File: src/rtl/nv_nvdla_sdp_brdma_pkg.sv
// Shared constants and response layout for the BRDMA egress path.
// A response carries two 256-bit atoms plus a mask saying which halves are live.
package nv_nvdla_sdp_brdma_pkg;

   localparam int DATA_W   = 512;
   localparam int MASK_W   = 2;
   localparam int RSP_W    = DATA_W + MASK_W;
   localparam int ATOM_W   = DATA_W / 2;
   localparam int CNT_W    = 14;
   localparam int MASK_LSB = DATA_W;

   typedef struct packed {
      logic [MASK_W-1:0] mask;
      logic [DATA_W-1:0] data;
   } rsp_pd_t;

   // Drops the lowest set bit, i.e. retires the atom just emitted.
   function automatic logic [MASK_W-1:0] clear_lowest(input logic [MASK_W-1:0] m);
      return m & (m - MASK_W'(1));
   endfunction

endpackage

File: src/rtl/nv_nvdla_sdp_brdma_eg_unpack_if.sv
// Response-in / atom-out handshake bundle for the BRDMA egress unpacker.
// slave is the unpacker's view; master is the side driving responses and taking atoms.
interface nv_nvdla_sdp_brdma_eg_unpack_if;
   import nv_nvdla_sdp_brdma_pkg::*;

   logic              rsp_valid;
   logic              rsp_ready;
   logic [RSP_W-1:0]  rsp_pd;
   logic              atom_valid;
   logic              atom_ready;
   logic [ATOM_W-1:0] atom_pd;

   modport slave (
      input  rsp_valid, rsp_pd, atom_ready,
      output rsp_ready, atom_valid, atom_pd
   );

   modport master (
      output rsp_valid, rsp_pd, atom_ready,
      input  rsp_ready, atom_valid, atom_pd
   );

endinterface

File: src/rtl/nv_nvdla_sdp_brdma_eg_unpack.sv
// Splits 512-bit DMA read responses into 256-bit atoms (mask[0] half first)
// and counts emitted atoms against the layer size to pulse layer_done.
module nv_nvdla_sdp_brdma_eg_unpack
   import nv_nvdla_sdp_brdma_pkg::*;
(
   input  logic                                nvdla_core_clk,
   input  logic                                nvdla_core_rstn,
   input  logic                                op_en,
   input  logic [CNT_W-1:0]                    cfg_atom_num,
   nv_nvdla_sdp_brdma_eg_unpack_if.slave       io,
   output logic                                layer_done,
   output logic                                err_mask_zero
);

   rsp_pd_t           rsp;
   logic              hold_vld;
   logic [MASK_W-1:0] hold_mask;
   logic [DATA_W-1:0] hold_data;
   logic [CNT_W-1:0]  atom_cnt;
   logic [CNT_W-1:0]  cnt_last;
   logic              rst_done;
   logic              last_atom;
   logic              atom_acc;
   logic              rsp_acc;
   logic              rsp_load;

   assign rsp = io.rsp_pd;

   assign last_atom = hold_vld && ((hold_mask == 2'b01) || (hold_mask == 2'b10));
   assign atom_acc  = hold_vld && io.atom_ready;

   // rst_done keeps rsp_ready low while reset is asserted and for the first cycle after.
   assign io.rsp_ready = rst_done && op_en && (!hold_vld || (last_atom && io.atom_ready));
   assign rsp_acc      = io.rsp_valid && io.rsp_ready;
   assign rsp_load     = rsp_acc && (rsp.mask != '0);

   assign io.atom_valid = hold_vld;
   assign io.atom_pd    = hold_mask[0] ? hold_data[ATOM_W-1:0] : hold_data[DATA_W-1:ATOM_W];

   assign cnt_last = cfg_atom_num - CNT_W'(1);

   // NOTE: state uses non-blocking assignments so every flop samples pre-edge values.
   always_ff @(posedge nvdla_core_clk or negedge nvdla_core_rstn) begin
      if (!nvdla_core_rstn) begin
         rst_done      <= 1'b0;
         hold_vld      <= 1'b0;
         hold_mask     <= '0;
         err_mask_zero <= 1'b0;
      end else begin
         rst_done <= 1'b1;
         if (rsp_load) begin
            hold_vld  <= 1'b1;
            hold_mask <= rsp.mask;
         end else if (atom_acc) begin
            hold_mask <= clear_lowest(hold_mask);
            hold_vld  <= (clear_lowest(hold_mask) != '0);
         end
         if (rsp_acc && (rsp.mask == '0)) begin
            err_mask_zero <= 1'b1;
         end
      end
   end

   // NOTE: payload flops carry no reset; hold_vld/hold_mask qualify them.
   always_ff @(posedge nvdla_core_clk) begin
      if (rsp_load) begin
         hold_data <= rsp.data;
      end
   end

   always_ff @(posedge nvdla_core_clk or negedge nvdla_core_rstn) begin
      if (!nvdla_core_rstn) begin
         atom_cnt   <= '0;
         layer_done <= 1'b0;
      end else if (!op_en) begin
         // Atoms drained while disabled are not part of any layer.
         atom_cnt   <= '0;
         layer_done <= 1'b0;
      end else if (atom_acc) begin
         if (atom_cnt == cnt_last) begin
            atom_cnt   <= '0;
            layer_done <= 1'b1;
         end else begin
            atom_cnt   <= atom_cnt + CNT_W'(1);
            layer_done <= 1'b0;
         end
      end else begin
         layer_done <= 1'b0;
      end
   end

endmodule

File: src/flat_wrapper.sv
// flat-port wrapper written by rule: the top's interface ports become plain ports
module nv_nvdla_sdp_brdma_eg_unpack_flat import nv_nvdla_sdp_brdma_pkg::*;
  (nvdla_core_clk, nvdla_core_rstn, op_en, cfg_atom_num, layer_done, err_mask_zero, io_rsp_valid, io_rsp_pd, io_atom_ready, io_rsp_ready, io_atom_valid, io_atom_pd);
  nv_nvdla_sdp_brdma_eg_unpack_if io_i ();
  input  logic nvdla_core_clk;
  input  logic nvdla_core_rstn;
  input  logic op_en;
  input  logic [CNT_W-1:0] cfg_atom_num;
  output logic layer_done;
  output logic err_mask_zero;
  input wire logic [$bits(io_i.rsp_valid)-1:0] io_rsp_valid;
  input wire logic [$bits(io_i.rsp_pd)-1:0] io_rsp_pd;
  input wire logic [$bits(io_i.atom_ready)-1:0] io_atom_ready;
  output wire logic [$bits(io_i.rsp_ready)-1:0] io_rsp_ready;
  output wire logic [$bits(io_i.atom_valid)-1:0] io_atom_valid;
  output wire logic [$bits(io_i.atom_pd)-1:0] io_atom_pd;
  assign io_i.rsp_valid = io_rsp_valid;
  assign io_i.rsp_pd = io_rsp_pd;
  assign io_i.atom_ready = io_atom_ready;
  assign io_rsp_ready = io_i.rsp_ready;
  assign io_atom_valid = io_i.atom_valid;
  assign io_atom_pd = io_i.atom_pd;
  nv_nvdla_sdp_brdma_eg_unpack u_core (.nvdla_core_clk(nvdla_core_clk), .nvdla_core_rstn(nvdla_core_rstn), .op_en(op_en), .cfg_atom_num(cfg_atom_num), .io(io_i), .layer_done(layer_done), .err_mask_zero(err_mask_zero));
endmodule
File: config.mk
export PLATFORM = sky130hd
export DESIGN_NAME = nv_nvdla_sdp_brdma_eg_unpack_flat
export DESIGN_NICKNAME = d
export VERILOG_FILES = /design/src/rtl/nv_nvdla_sdp_brdma_pkg.sv /design/src/rtl/nv_nvdla_sdp_brdma_eg_unpack_if.sv /design/src/rtl/nv_nvdla_sdp_brdma_eg_unpack.sv /design/src/flat_wrapper.sv
export SDC_FILE = /design/constraint.sdc
export NUM_CORES = 1
export LEC_CHECK = 0
export BUFFER_PORTS_ARGS = -buffer_cell sky130_fd_sc_hd__buf_2
export CAP_MARGIN = 10
export CORE_AREA = 2 2 310 312
export DETAILED_ROUTE_END_ITERATION = 10
export DIE_AREA = 0 0 312 314
export MAX_ROUTING_LAYER = met4
export PLACE_DENSITY = 0.43
export SYNTH_ARGS = -nofsm -noshare
export SYNTH_HDL_FRONTEND = slang
export SYNTH_SLANG_ARGS = --single-unit
File: constraint.sdc
create_clock -name nvdla_core_clk -period 34.8 [get_ports nvdla_core_clk]
set_input_delay 6.96 -clock nvdla_core_clk [delete_from_list [all_inputs] [get_ports nvdla_core_clk]]
set_output_delay 6.96 -clock nvdla_core_clk [all_outputs]
set_load 0.02 [all_outputs]
==> metrics.csv <==
metric,value,unit
fmax,0.0683,GHz
post_cts_buffers,0,
area_delta_synth_final,37.0,%
hold_path_end,u_core.err_mask_zero$_DFFE_PN0P_,
critPathCaptureType,primary output,
cts_inserted_buffers,61,
cp.required,27.84,ns
hold_depth,1,
hold_path_class,reg -> reg,
cts_resized,0,
worst-slew-pin-transition,0.995,ns
cts_tree,built,
multi_input_area,0.00405,mm^2
drtAntennaViolNets,0,
dp_hpwl,45200,um
drv_cap,0,
grt_use_met1,12.3,%
cts_buffer_depth,3,
critical_path_arrival,7.69,ns
slew_violations,0,
power_density,58.6,mW/mm^2
yosys.area_share.simple,3.19,%
h-tree-depth,2,
synth_edf_count,512,
drive_gt1_share,62.3,%
period_needed,14.65,ns
crit_type,in -> out,
drt_iter0_markers,709,
grt_pass1_vias,13100,
finalWirelength,60100,um
fin_nets,2365,
synth_cells,999,
p_leak,10.4,nW
synthAdderAreaFrac,0.187,%
use_met3,4.06,%
die_y,314,um
place.gp.congestion,0.869,
ys_seq_area_share,79.0,%
synth_nets,1535,
avgViaCountPerCell,3.84,
final_cells,3155,
path_max_fanout,16,
regArea,0.0159,mm^2
die-area,0.0980,mm^2
root_buffer,clkbuf_16,
dp_slack,20.14,ns
synth_xor_area_share,0.567,%
wl_per_cell,19.0,um
finalHoldViolations,0,
dp_cells,3031,
remaining_drc_errors,0,
final_cell_mix,"buf_2, edfxtp_1, mux2_2",
port_buffers,792,
grt_usage,12.0,%
r2r-start,u_core.hold_mask[0]$_DFFE_PN0P_,
holdWs,0.451,ns
fp.coreArea,0.0944,mm^2
fp-row-count,113,
tns,0,ns
clk_pin_slew,0.06,ns
cp-start-kind,input port,
outcome,"complete, no violations",
grt_pass1_wl,84600,um
start_util,21.3,%
reg2regPathDepth,9,
die_x,312,um
first_pass_iters,4,
hold_buffers,0,
postSynthAreaPerCell,20.1,um^2
ys.flop_type,edfxtp_1,
grt_setup_unrepaired,no,
final_util,29.1,%
synthArstFlopShare,3.76,%
synth_top_family_by_area,multiplexers,
skew,0.0137,ns
synthMuxAreaShare,14.6,%
yosys_warnings,0,
synth_area,0.0201,mm^2
grt_max_degree,71,
busiest_layer,met2,
worst_hold_startpoint,u_core.err_mask_zero$_DFFE_PN0P_,
setup_viol,0,
fin_ws,20.15,ns
vias,12100,
ir_drop,0.0366,mV
clock_sinks,532,
final_common_cell,buf_2,
r2r_end,u_core.hold_data[33]$_DFFE_PP_,
fin_crit_sh,42.1,%
max_slew_margin,33.7,%
boundaryPins,793,
synth_compound_area_share,1.55,%
clk_latency,0.64,ns
reg2reg_slack,29.11,ns
synth_cell_types,59,
n_fill_cell,9697,
ys_seq_elements,532,
met2_usage,21.4,%
antenna_found_initial,14,
grt_overflow,0,
==> sequential cells by signal, summed over array words and instances, names as in the netlist <==
name / cells
u_core.err_mask_zero: 1
u_core.rst_done: 1
u_core.atom_cnt: 14
u_core.layer_done: 1
u_core.hold_data: 512
u_core.io.atom_valid: 1
u_core.hold_mask: 2
==> how the worst max path moves through the flow <==
stage / from / endpoint / slack, ns / cells after the start
after global routing: op_en / io_rsp_ready / 20.06 / 4
after CTS: op_en / io_rsp_ready / 20.14 / 4
after global placement: op_en / io_rsp_ready / 20.12 / 4
after detailed placement: op_en / io_rsp_ready / 20.14 / 4
after floorplan: io_atom_ready / u_core.hold_data[0]$_DFFE_PP_ / 3.36 / 4
final: op_en / io_rsp_ready / 20.15 / 4
==> final cells by class <==
cell class                 count  area share, %
antenna                       13          0.118
clock buffer                  70           5.67
clock inverter                41           1.25
inverter                       5         0.0682
multi-input combinational    425           14.7
sequential                   532           57.7
tap                         1265           5.75
timing repair buffer         804           14.7
==> Yosys cell counts (2+ instances only) <==
library cell | count | area share (%)
mux2_2 | 257 | 14
nor4_4 | 3 | 0.32
nor2_1 | 12 | 0.22
xnor2_1 | 6 | 0.26
nor2b_1 | 2 | 0.062
a21o_1 | 2 | 0.075
and3_1 | 9 | 0.28
ha_1 | 3 | 0.19
edfxtp_1 | 512 | 77
o311ai_0 | 2 | 0.087
nor3_2 | 3 | 0.15
mux2i_1 | 4 | 0.20
inv_1 | 5 | 0.093
o21ai_0 | 16 | 0.40
nand3_1 | 10 | 0.25
and2_1 | 4 | 0.12
nand3b_1 | 2 | 0.075
nand4_1 | 2 | 0.062
nand2b_1 | 4 | 0.12
a21boi_0 | 2 | 0.075
nor3_1 | 12 | 0.30
nor4_1 | 6 | 0.19
clkbuf_1 | 35 | 0.65
dfrtp_1 | 20 | 2.5
a21oi_1 | 4 | 0.10
xor2_1 | 7 | 0.31
nor4b_1 | 2 | 0.087
nand2_1 | 21 | 0.39
o22ai_1 | 2 | 0.062
==> routing by layer <==
layer,share of wire [%],up-vias
met5,0,-
met4,2.6,0
met3,7.7,92
met2,54,458
met1,36,5939
li1,-,5641
==> cells by family after synthesis <==
logic type | Yosys count
multiplexers | 261
adder cells (fa/ha/maj) | 3
AO/OA/AOI/OAI | 44
AND/OR/NAND/NOR | 103
flip-flops | 532
buffers and inverters | 42
other | 1
XOR/XNOR | 13
==> through the flow <==
stage	total power, W	cell area, um^2
2_1_floorplan	0.000923	20100
3_3_place_gp	0.00102	25600
3_5_place_dp	0.00102	25600
4_1_cts	0.00165	27500
5_1_grt	0.00168	27500
6_report	0.00161	27500
==> power breakdown <==
part           internal, W  switching (W)
Clock             0.000351       0.000265
Combinational     0.000110       0.000151
Sequential        0.000725      0.0000108
==> worst max-delay path, cell delays in order <==
cell	delay [ns]
buf_2	0.27
nand2_1	0.09
a21oi_1	0.16
buf_2	0.20
Power figures use the tool's default switching activity.
